File: config.mk
export PLATFORM = sky130hd
export DESIGN_NAME = csma_backoff
export DESIGN_NICKNAME = d
export VERILOG_FILES = /design/src/rtl/xpu_csma_pkg.sv /design/src/rtl/csma_lfsr16.sv /design/src/rtl/csma_backoff.sv
export SDC_FILE = /design/constraint.sdc
export NUM_CORES = 1
export LEC_CHECK = 0
export ABC_CLOCK_PERIOD_IN_PS = 3400
export BUFFER_PORTS_ARGS = -buffer_cell sky130_fd_sc_hd__buf_4
export CORE_MARGIN = 4
export CORE_UTILIZATION = 29
export DETAILED_ROUTE_END_ITERATION = 16
export GPL_TIMING_DRIVEN = 0
export SYNTH_ARGS = -nofsm -noshare
export SYNTH_HDL_FRONTEND = slang
export SYNTH_SLANG_ARGS = --single-unit
File: constraint.sdc
create_clock -name clk -period 3.4 [get_ports clk]
set_clock_uncertainty 0.05 [all_clocks]
set_input_delay 0.85 -clock clk [delete_from_list [all_inputs] [get_ports clk]]
set_output_delay 0.85 -clock clk [all_outputs]
set_load 0.03 [all_outputs]
File: src/rtl/xpu_csma_pkg.sv
// Shared CSMA/CA definitions: state encodings, LFSR constants and the contention-window mask.
package xpu_csma_pkg;

    typedef enum logic [1:0] {
        CSMA_IDLE    = 2'd0,
        CSMA_DIFS    = 2'd1,
        CSMA_BACKOFF = 2'd2,
        CSMA_GRANT   = 2'd3
    } csma_state_e;

    // Fibonacci taps for x^16+x^14+x^13+x^11+1 (bits 15,13,12,10)
    localparam logic [15:0] LFSR_TAPS = 16'hB400;
    localparam logic [15:0] LFSR_SEED = 16'hACE1;

    function automatic logic [15:0] cw_mask(input logic [3:0] cw_exp, input logic [3:0] exp_max);
        logic [3:0] e;
        e = (cw_exp > exp_max) ? exp_max : cw_exp;
        return (16'd1 << e) - 16'd1;
    endfunction

endpackage

File: src/rtl/csma_lfsr16.sv
// Free-running 16-bit Fibonacci LFSR, seeded on reset; source of backoff randomness.
module csma_lfsr16
    import xpu_csma_pkg::*;
(
    input  logic        clk,
    input  logic        rst,
    input  logic        i_en,
    output logic [15:0] o_out
);

    logic [15:0] r_lfsr;
    logic        w_fb;

    assign w_fb  = ^(r_lfsr & LFSR_TAPS);
    assign o_out = r_lfsr;

    always_ff @(posedge clk or posedge rst) begin
        if (rst) begin
            r_lfsr <= LFSR_SEED;
        end else if (i_en) begin
            r_lfsr <= {r_lfsr[14:0], w_fb};
        end
    end

endmodule

File: src/rtl/csma_backoff.sv
// CSMA/CA access engine: DIFS idle wait, frozen slot backoff, grant held until tx_start.
// Build option CSMA_BACKOFF_LFSR_EN: backoff drawn from an internal LFSR instead of i_rand_in.
module csma_backoff
    import xpu_csma_pkg::*;
#(
    parameter int CNT_WIDTH  = 16,
    parameter int BO_WIDTH   = 10,
    parameter int CW_EXP_MAX = 10
) (
    input  logic                 clk,
    input  logic                 rst,
    input  logic                 i_ch_idle,
    input  logic                 i_tx_req,
    input  logic                 i_tx_start,
    input  logic [3:0]           i_cw_exp,
    input  logic [CNT_WIDTH-1:0] i_difs_cycles,
    input  logic [CNT_WIDTH-1:0] i_slot_cycles,
    input  logic [BO_WIDTH-1:0]  i_rand_in,
    output logic                 o_tx_grant,
    output logic [BO_WIDTH-1:0]  o_backoff_cnt,
    output logic [1:0]           o_state_out
);

    csma_state_e          r_state, w_state_nx;
    logic [CNT_WIDTH-1:0] r_difs_cnt, w_difs_nx;
    logic [CNT_WIDTH-1:0] r_slot_cnt, w_slot_nx;
    logic [BO_WIDTH-1:0]  r_backoff_cnt, w_backoff_nx;
    logic                 r_grant;

    logic [CNT_WIDTH-1:0] w_difs_len, w_slot_len;
    logic                 w_difs_last, w_slot_last;
    logic [15:0]          w_mask;
    logic [BO_WIDTH-1:0]  w_rand;
    logic [BO_WIDTH-1:0]  w_load;

`ifdef CSMA_BACKOFF_LFSR_EN
    logic [15:0] w_lfsr;

    csma_lfsr16 u_lfsr (
        .clk   (clk),
        .rst   (rst),
        .i_en  (1'b1),
        .o_out (w_lfsr)
    );

    assign w_rand = w_lfsr[BO_WIDTH-1:0];
`else
    assign w_rand = i_rand_in;
`endif

    // A zero length would never match a count, so it behaves as one cycle
    assign w_difs_len  = (i_difs_cycles == '0) ? CNT_WIDTH'(1) : i_difs_cycles;
    assign w_slot_len  = (i_slot_cycles == '0) ? CNT_WIDTH'(1) : i_slot_cycles;
    assign w_difs_last = (r_difs_cnt == w_difs_len - CNT_WIDTH'(1));
    assign w_slot_last = (r_slot_cnt == w_slot_len - CNT_WIDTH'(1));
    assign w_mask      = cw_mask(i_cw_exp, 4'(CW_EXP_MAX));
    assign w_load      = w_rand & w_mask[BO_WIDTH-1:0];

    always_comb begin
        w_state_nx   = r_state;
        w_difs_nx    = r_difs_cnt;
        w_slot_nx    = r_slot_cnt;
        w_backoff_nx = r_backoff_cnt;
        case (r_state)
            CSMA_IDLE: begin
                if (i_tx_req) begin
                    w_backoff_nx = w_load;
                    w_difs_nx    = '0;
                    w_slot_nx    = '0;
                    w_state_nx   = CSMA_DIFS;
                end
            end
            CSMA_DIFS: begin
                if (!i_tx_req) begin
                    w_state_nx = CSMA_IDLE;
                end else if (i_ch_idle) begin
                    if (w_difs_last) begin
                        w_difs_nx  = '0;
                        w_slot_nx  = '0;
                        w_state_nx = (r_backoff_cnt == '0) ? CSMA_GRANT : CSMA_BACKOFF;
                    end else begin
                        w_difs_nx = r_difs_cnt + CNT_WIDTH'(1);
                    end
                end else begin
                    w_difs_nx = '0;
                end
            end
            CSMA_BACKOFF: begin
                if (!i_tx_req) begin
                    w_state_nx = CSMA_IDLE;
                end else if (i_ch_idle) begin
                    if (w_slot_last) begin
                        w_slot_nx    = '0;
                        w_backoff_nx = r_backoff_cnt - BO_WIDTH'(1);
                        if (r_backoff_cnt == BO_WIDTH'(1)) begin
                            w_state_nx = CSMA_GRANT;
                        end
                    end else begin
                        w_slot_nx = r_slot_cnt + CNT_WIDTH'(1);
                    end
                end else begin
                    // Busy beats slot end: counter frozen, partial slot discarded
                    w_slot_nx  = '0;
                    w_difs_nx  = '0;
                    w_state_nx = CSMA_DIFS;
                end
            end
            CSMA_GRANT: begin
                if (i_tx_start || !i_tx_req) begin
                    w_state_nx = CSMA_IDLE;
                end
            end
            default: w_state_nx = CSMA_IDLE;
        endcase
    end

    always_ff @(posedge clk or posedge rst) begin
        if (rst) begin
            r_state       <= CSMA_IDLE;
            r_difs_cnt    <= '0;
            r_slot_cnt    <= '0;
            r_backoff_cnt <= '0;
            r_grant       <= 1'b0;
        end else begin
            r_state       <= w_state_nx;
            r_difs_cnt    <= w_difs_nx;
            r_slot_cnt    <= w_slot_nx;
            r_backoff_cnt <= w_backoff_nx;
            r_grant       <= (w_state_nx == CSMA_GRANT);
        end
    end

    assign o_tx_grant    = r_grant;
    assign o_backoff_cnt = r_backoff_cnt;
    assign o_state_out   = r_state;

endmodule

======== Word level (Yosys, flattened, before mapping) ========
Index checks and enable logic that the tools add are counted.
cells by class
  mux-type cells .......................... 33
  shifts and indexed selects .............. 1
  magnitude comparators ................... 1
  reduce and logical (&&, ||, !) cells .... 11
  $add $sub $neg .......................... 6
  bitwise operators ....................... 1
  eq/ne operators ......................... 15
operator list
  operator                                               number
  two-way mux 16 bit                                     14
  one-hot mux 16 bit (3 select lines)                    2
  two-way mux 10 bit                                     4
  adder 16 x 1 -> 16 bit (second input constant)         2
  equality test 16 bit                                   2
  zero test 16 bit                                       2
  subtractor 16 x 1 -> 16 bit (second input constant)    2
  one-hot mux 10 bit (2 select lines)                    1
  subtractor 10 x 1 -> 10 bit (second input constant)    2
  two-way mux 2 bit                                      9
  inequality test 2 bit (second input constant)          8
  AND 10 bit                                             1
  equality test 10 x 1 -> 1 bit (second input constant)  1
  zero test 10 bit                                       1
  AND reduction 5 bit                                    2
  << shifter 1 x 4 -> 10 bit (first input constant)      1
  one-hot mux 2 bit (4 select lines)                     1
  equality test 2 bit (second input constant)            3
  AND reduction 6 bit                                    1
  greater-than comparator 4 bit (second input constant)  1
  two-way mux 4 bit                                      1
  nonzero test 3 bit                                     1
  equality test 2 x 1 -> 1 bit (second input constant)   1
  zero test 2 bit                                        1
  4 further kinds                                        4
storage, ports and cells
  logic and storage cells ................. 73
  flip-flop bits (word level) ............. 45
  output and inout port bits .............. 13

======== Logic depth before layout (Yosys ltp) ========
Gate-level depths: netlist of the first run.
  depth in word-level cells ............... 9
  depth in mapped cells ................... 14
  gate-level depth less buffers ........... 12

======== Worst setup path after synthesis of the first run ========
Ideal clock, no wire load.
  path type ............................... input port to flip-flop
  from .................................... in i_difs_cycles[9]
  to ...................................... reg r_slot_cnt[3]
  arrival time ............................ 3.897 ns
  data required time ...................... 3.224 ns
  stages .................................. 14
  path slack .............................. -0.673 ns
  setup time .............................. 0.126 ns
  path through ............................ nor4_1 and4_1 buf_2 a21oi_1 ha_1 or4b_2 nor4_1 xnor2_1 nand4b_1 nor4_1 and3_1 a21oi_2 buf_2 a221o_1
between the ends
  cells in the longest elaborated chain, start to end .. 6
ends and longest elaborated chain
  element                              RTL line             text
  from (decl)                          csma_backoff.sv:16   input logic [CNT_WIDTH-1:0] i_difs_cycles,
  zero test 16 bit                     csma_backoff.sv:52   assign w_difs_len = (i_difs_cycles == '0) ? CNT_WIDTH'(1) : i_difs_cycles;
  two-way mux 16 bit (*)               csma_backoff.sv:52
  subtractor 16 x 1 -> 16 bit (*)      csma_backoff.sv:54   assign w_difs_last = (r_difs_cnt == w_difs_len - CNT_WIDTH'(1));
  equality test 16 bit (*)             csma_backoff.sv:54
  inequality test 2 bit (no line) (*)  --
  AND reduction 6 bit (no line) (*)    --
  to (signal assigned)                 csma_backoff.sv:127  r_slot_cnt <= w_slot_nx;
  to (decl)                            csma_backoff.sv:26   logic [CNT_WIDTH-1:0] r_slot_cnt, w_slot_nx;
Every way passes the cells marked *; elsewhere a longest branch is shown, timed or not.
A chain may end at the register's enable or synchronous reset.

======== Worst setup path after layout of the first run ========
  from .................................... in i_slot_cycles[6]
  to ...................................... reg r_slot_cnt[2]
between the ends
  cells in the longest elaborated chain, start to end .. 8
ends and longest elaborated chain
  element                                  RTL line            text
  from (decl)                              csma_backoff.sv:17  input logic [CNT_WIDTH-1:0] i_slot_cycles,
  zero test 16 bit                         csma_backoff.sv:53  assign w_slot_len = (i_slot_cycles == '0) ? CNT_WIDTH'(1) : i_slot_cycles;
  two-way mux 16 bit (*)                   csma_backoff.sv:53
  subtractor 16 x 1 -> 16 bit (*)          csma_backoff.sv:55  assign w_slot_last = (r_slot_cnt == w_slot_len - CNT_WIDTH'(1));
  equality test 16 bit (*)                 csma_backoff.sv:55
  two-way mux 16 bit (*)                   csma_backoff.sv:92  if (w_slot_last) begin
  two-way mux 16 bit (*)                   csma_backoff.sv:91  end else if (i_ch_idle) begin
  two-way mux 16 bit (*)                   csma_backoff.sv:89  if (!i_tx_req) begin
  one-hot mux 16 bit (3 select lines) (*)  csma_backoff.sv:64  case (r_state)
Every way passes the cells marked *; elsewhere a longest branch is shown, timed or not. The select of a mux whose other input is x is not followed.

==> run_results.csv, run 1 <==
group,metric,value,unit
placed_design,dpl-instance-area,0.00514,mm²
detailed_routing,vias,4706,
layout,fill_cells,1394,
clocking,cts_hold_buf,0,
critical_path,worstPathCellList,"buf_12, nor4_4, a41oi_2, ha_4, xnor3_1, a32oi_2, a2111o_1, nor4_4, o211a_1, buf_6, nor2_4, buf_6, a221o_1",
layout,layout-drive-gt1-share,32.6,%
timing,tightest_slew,1.31,ns
clocking,cts_buffer_depth,2,
critical_path,arrival,3.66,ns
critical_path,cpMaxStageDelayCell,"a2111o_1",
detailed_routing,drtIter0Drc,287,
timing,final-hold-violation-count,0,
die,ios,64,
power_and_ir_drop,power.density,242,mW/mm²
detailed_routing,drt-total-wl,14000,µm
logic_synthesis,yosysMostFrequentCell,"nand2_1",
detailed_routing,viasPerCell,5.72,
critical_path,cpPeakStageDelay,0.42,ns
logic_synthesis,ys_ff_latch,45,
placed_design,dp.cells,769,
die,die_w,129,µm
clocking,cts.sinks,45,
placed_design,place_hpwl,9930,µm
logic_synthesis,synth_nets,583,
job,max_cap_viol_count,0,
logic_synthesis,async_flop_share,100,%
die,fp.dieH,129,µm
timing,rsz0062_at_grt,"yes",
clocking,insertion_delay,0.29,ns
critical_path,crit_required,3.53,ns
critical_path,cp_num_buf_inv,3,
grt,track_usage,16.0,%
timing,drv_slew,0,
logic_synthesis,yosysWarnings,0,
die,initial_core_util,29.5,%
layout,final-seq-area,0.00113,mm²
grt,grt-ovfl-total,0,
clocking,cts-root-buf,"clkbuf_16",
critical_path,critPathKind,"in2reg",
logic_synthesis,synth_top_cell_by_area,"dfrtp_1",
logic_synthesis,ys_types,78,
logic_synthesis,seq_area_frac_synth,26.3,%
die,die_area,0.0167,mm²
critical_path,end_kind,"flip-flop",
power_and_ir_drop,p_leak,2.44,nW
clocking,cts_tree,"done",
clocking,h-tree-depth,2,
timing,finalCritPeriodShare,104,%
logic_synthesis,synthTopCellsByCount,"48 x nand2_1, 45 x dfrtp_1, 42 x nor2_1",
logic_synthesis,netlist_top_cells_area,"dfrtp_1 26%, nand2_1 4.2%, nand3_1 4.1%, xnor2_1 3.9%, nor2_1 3.7%",
timing,slew-limit-headroom,11.9,%
layout,syn_to_final_growth,45.1,%
grt,grt_max_degree,36,
timing,fmax,0.283,GHz
logic_synthesis,synthFlopType,"dfrtp_1",
logic_synthesis,synthCells,525,
timing,tns,-1.01,ns
layout,utilization,42.8,%
run_status,violations,"setup timing",
placed_design,io_buffer_count,59,
critical_path,crit_family,"compound AO/OA/AOI/OAI gates",
layout,stdcell_area,0.00620,mm²
run_status,status,"finished, violations left",
detailed_routing,wire_per_inst,17.0,µm
layout,stdcell_count,823,
logic_synthesis,synth_edf_count,0,
detailed_routing,ant_nets,0,
timing,setup_slack,-0.128,ns
critical_path,path_max_fanout,8,
logic_synthesis,yosysTopAreaCellShare,26.3,%
layout,multi_input_area,0.00346,mm²
placed_design,gp_congestion,0.872,
power_and_ir_drop,ir_drop,282,µV
timing,final.min_clock_period,3.53,ns
grt,grt_pass1_vias,4568,
layout,layout.nets,696,
grt,grt_pass1_wl,22300,µm
clocking,cts_made_buffers,5,
logic_synthesis,syn_area,0.00427,mm²
hold_path,hp-class,"in2async",
grt,grt_antenna_before_repair,0,
timing,setup_viol,25,
logic_synthesis,syn_avg_cell_area,8.14,µm²
layout,diodes,0,
critical_path,start_kind,"primary input",
detailed_routing,drtPass1Iterations,5,
die,rows,44,
detailed_routing,drc,0,
clocking,clk_pin_slew,0.07,ns
die,core_area,0.0145,mm²
==> kinds of logic (layout without fill, tap and decap cells) <==
family | Yosys count | after routing | synth area share (%)
simple gates | 264 | 264 | 34.9
flops | 45 | 45 | 26.3
buf+inv | 44 | 158 | 4.51
fa+ha+maj | 7 | 7 | 2.05
compound gates | 120 | 120 | 22.3
xor+xnor | 36 | 36 | 7.70
mux | 9 | 9 | 2.17
==> sequential cells by signal, indices dropped and copies added (netlist names) <==
| name | count |
|---|---|
| r_difs_cnt | 16 |
| o_backoff_cnt | 10 |
| r_slot_cnt | 16 |
| o_tx_grant | 1 |
| o_state_out | 2 |
==> layout make-up <==
class	instances	area share [%]
Sequential cell	45	18.2
Multi-Input combinational cell	436	55.9
Tap cell	184	3.71
Clock buffer	5	2.02
Timing Repair Buffer	108	16.4
Buffer	25	2.52
Clock inverter	3	0.343
Inverter	17	1.03
==> routing by layer <==
layer	wire length, µm	GRT usage (%)
met1	6080	20.9
met2	6990	27.8
met3	671	2.23
met4	239	3.95
met5	0	0
==> cell usage in the layout (no fill, tap or decap), drive strengths merged, types with 5 or more instances in the layout <==
cell	Yosys	final
buf	14	119
nand2	48	48
dfrtp	45	45
nor2	43	43
nand3	35	35
nor3	22	22
xnor2	19	19
clkbuf	13	19
nand4	18	18
inv	17	18
nor4	18	18
o21ai	17	17
xor2	16	16
o311ai	15	15
a21oi	13	13
and3	12	12
nand2b	11	11
a31oi	10	10
or3	9	9
o211ai	9	9
a221o	8	8
and2	8	8
a22o	7	7
mux2i	7	7
ha	7	7
or2	6	6
nor2b	6	6
nand4b	5	5
nor3b	5	5
nor4b	5	5
==> path summary, 6_finish.rpt <==
check	from	to	depth (start not counted)	slack, ns
worst min-delay path	rst	r_difs_cnt[4]$_DFFE_PP0P_	2	0.44
worst max-delay path	i_slot_cycles[6]	r_slot_cnt[2]$_DFFE_PP0P_	13	-0.13
worst max register to register	r_slot_cnt[13]$_DFFE_PP0P_	r_slot_cnt[2]$_DFFE_PP0P_	8	0.50
max in group asynchronous	rst	o_backoff_cnt[0]$_DFFE_PP0P_	3	2.40
min in group clk	r_difs_cnt[0]$_DFFE_PP0P_	r_difs_cnt[0]$_DFFE_PP0P_	1	0.54
worst min register to register	r_difs_cnt[0]$_DFFE_PP0P_	r_difs_cnt[0]$_DFFE_PP0P_	1	0.54
==> metrics by stage <==
step / hold WS (ns) / setup WS [ns] / total power, mW
floorplan: 0.468 / -0.305 / 0.785
global placement: 0.520 / -0.841 / 0.927
detailed placement: 0.524 / -0.926 / 0.936
CTS: 0.452 / -0.196 / 1.47
global route: 0.456 / -0.228 / 1.57
finish: 0.440 / -0.128 / 1.50
==> timing repair <==
| item | 4_1_cts | 5_1_grt |
|---|---|---|
| setup endpoints to repair | 45 | 44 |
| endpoints found under the hold margin | 0 | 0 |
| cloned | 3 | 0 |
| setup buffers | 31 | 14 |
| gates resized for setup | 66 | 52 |
| pin swaps | 29 | 27 |
==> report_power, final <==
part	switching (mW)	internal (mW)
logic	0.236	0.190
registers	0.0278	0.554
clock network	0.222	0.274
total	0.485	1.02
No activity file was read; power rests on OpenSTA's default activity.
==> run 2: changes to the inputs <==
--- a/config.mk
+++ b/config.mk
@@ -7,7 +7,7 @@
 export LEC_CHECK = 0
 export ABC_CLOCK_PERIOD_IN_PS = 3400
 export BUFFER_PORTS_ARGS = -buffer_cell sky130_fd_sc_hd__buf_4
-export CORE_MARGIN = 4
+export CORE_MARGIN = 1
 export CORE_UTILIZATION = 29
 export DETAILED_ROUTE_END_ITERATION = 16
 export GPL_TIMING_DRIVEN = 0
==> constraint.sdc (replaced) <==
create_clock -name clk -period 3.4 [get_ports clk]
set_clock_uncertainty 0.05 [all_clocks]
set_input_delay 0.85 -clock clk [delete_from_list [all_inputs] [get_ports clk]]
set_output_delay 0.85 -clock clk [all_outputs]
set_load 0.02 [all_outputs]
==> run_results.csv, run 2 (synthesis results as in run 1) <==
group,metric,value,unit
grt,grt_pass1_wl,21500,µm
clocking,cts_hold_buf,0,
die,die_area,0.0152,mm²
timing,tightest_slew,1.35,ns
grt,groute.layer.met1.usage,23.0,%
grt,track_usage,17.6,%
critical_path,worstPathCellList,"buf_8, nor3_4, and4_4, a21oi_4, ha_4, or3b_4, o311ai_2, a31oi_4, nor4_4, and3_4, a21oi_4, buf_4, a221o_1",
timing,setup_viol,36,
placed_design,gp_congestion,0.817,
layout,utilization,41.3,%
power_and_ir_drop,power.density,243,mW/mm²
clocking,cts_tree,"done",
critical_path,critPathKind,"in2reg",
timing,fmax,0.279,GHz
critical_path,cpMostUsedCell,"a21oi_4",
critical_path,path_max_fanout,7,
detailed_routing,drtPass1Iterations,11,
grt,grt_antenna_before_repair,0,
layout,diodes,0,
critical_path,end_kind,"flip-flop",
layout,stdcell_area,0.00599,mm²
power_and_ir_drop,switchingPower,0.452,mW
power_and_ir_drop,p_comb_share,27.0,%
die,fp.dieH,123,µm
timing,rsz0062_at_grt,"yes",
critical_path,r2r_slack,0.48,ns
grt,grt_max_degree,35,
power_and_ir_drop,p_leak,2.34,nW
timing,slew-limit-headroom,9.05,%
placed_design,io_buffer_count,59,
power_and_ir_drop,p_sw_share,31.0,%
layout,layout_common_cells,"68 x buf_4, 47 x nand2_1, 45 x dfrtp_1, 40 x nor2_1, 30 x nand3_1",
detailed_routing,wire_per_inst,16.6,µm
power_and_ir_drop,pwr-share-seq,40.0,%
die,core_area,0.0145,mm²
die,die_w,123,µm
timing,drv_slew,0,
placed_design,pre_cts_ws,-0.858,ns
run_status,violations,"DRC, setup timing",
clocking,cts_buffer_depth,2,
timing,tns,-3.39,ns
critical_path,cpPeakStageDelay,0.43,ns
clocking,cts_made_buffers,5,
die,rows,44,
grt,grtUsageMet3,2.17,%
detailed_routing,viasPerCell,5.75,
timing,setup_slack,-0.180,ns
power_and_ir_drop,p_int,1.00,mW
detailed_routing,drc,1,
job,max_cap_viol_count,0,
clocking,cts.sinks,45,
layout,final_common_cell,"buf_4",
detailed_routing,ant_nets,0,
clocking,h-tree-depth,2,
critical_path,arrival,3.70,ns
timing,finalCritPeriodShare,105,%
power_and_ir_drop,power.share.clock,33.0,%
layout,syn_to_final_growth,40.1,%
die,initial_core_util,29.5,%
grt,grt-ovfl-total,0,
detailed_routing,drtIter0Drc,425,
layout,fill_cells,1417,
layout,layout.nets,680,
power_and_ir_drop,ir_drop,196,µV
clocking,clk_pin_slew,0.06,ns
die,ios,64,
layout,layout-drive-gt1-share,30.2,%
placed_design,place_hpwl,9580,µm
grt,use_met2,30.3,%
detailed_routing,drt-total-wl,13400,µm
critical_path,start_kind,"primary input",
critical_path,crit_required,3.52,ns
timing,final-hold-violation-count,0,
timing,final.min_clock_period,3.58,ns
power_and_ir_drop,power.total,1.46,mW
clocking,insertion_delay,0.29,ns
run_status,status,"finished, violations left",
clocking,cts-root-buf,"clkbuf_16",
grt,grt-busiest-layer,"met2",
placed_design,dpl-instance-area,0.00514,mm²
hold_path,hp-class,"in2async",
critical_path,cpMaxStageDelayCell,"o311ai_2",
grt,grt_pass1_vias,4350,
detailed_routing,vias,4644,
run 2: cell count changes in the layout (fill, tap and decap cells not counted), moves of 2 or more:
| cell | previous run | this run |
|---|---|---|
| buf_12 | 5 | 3 |
| a21oi_2 | 3 | 1 |
| clkbuf_8 | 2 | 0 |
| a211oi_2 | 3 | 1 |
| buf_8 | 9 | 15 |
| a211oi_1 | 1 | 3 |
| buf_6 | 25 | 12 |
| buf_4 | 74 | 68 |
| a21oi_1 | 7 | 10 |
run 2: final cells by class:
type                            instances  area (µm²)  area share, %
Clock inverter                          2        15.0          0.251
Tap cell                              184         230           3.85
Buffer                                 25         158           2.63
Timing Repair Buffer                   92         850           14.2
Multi-Input combinational cell        436        3420           57.1
Clock buffer                            6         129           2.15
Inverter                               17        63.8           1.07
Sequential cell                        45        1130           18.8
run 2: final timing paths:
path,start,to,depth (start not counted)
min in group clk,r_difs_cnt[15]$_DFFE_PP0P_,r_difs_cnt[15]$_DFFE_PP0P_,1
max in group asynchronous,rst,r_difs_cnt[13]$_DFFE_PP0P_,3
hold reg to reg,r_difs_cnt[15]$_DFFE_PP0P_,r_difs_cnt[15]$_DFFE_PP0P_,1
setup / recovery,i_difs_cycles[15],r_slot_cnt[9]$_DFFE_PP0P_,13
setup reg to reg,r_slot_cnt[13]$_DFFE_PP0P_,r_slot_cnt[2]$_DFFE_PP0P_,8
hold / removal,rst,r_difs_cnt[0]$_DFFE_PP0P_,2
run 2: timing repair:
item,CTS,global route
endpoints found under the setup margin,45,45
pin swaps,30,22
setup buffers,25,6
endpoints found under the hold margin,0,0
gates cloned,2,0
gates resized for setup,64,39
run 2: routing by layer:
| layer | wire (µm) | vias to the layer above |
|---|---|---|
| met5 | 0 | - |
| li1 | - | 2211 |
| met1 | 5760 | 2284 |
| met4 | 189 | 0 |
| met2 | 6800 | 133 |
| met3 | 624 | 16 |
run 2: stage by stage:
stage          hold WS (ns)  std cells
5_1_grt               0.481        807
3_3_place_gp          0.519        768
6_report              0.455        807
4_1_cts               0.462        802
2_1_floorplan         0.468        525
3_5_place_dp          0.518        769
run 2: worst max-delay path, delay by kind of cell:
family	cells	cell delay [ns]
AOI/OAI and AO/OA	5	1.15
adders and majority gates	1	0.18
buffers and inverters	2	0.26
and+or+nand+nor	5	1.26
run 2: power by group through the flow:
stage                     Sequential [mW]  Combinational (mW)  Clock, mW
final                               0.582               0.393      0.481
after global routing                0.586               0.425      0.513
after detailed placement            0.591               0.332          0
after CTS                           0.581               0.377      0.496
after floorplan                     0.605               0.167          0
after global placement              0.591               0.322          0
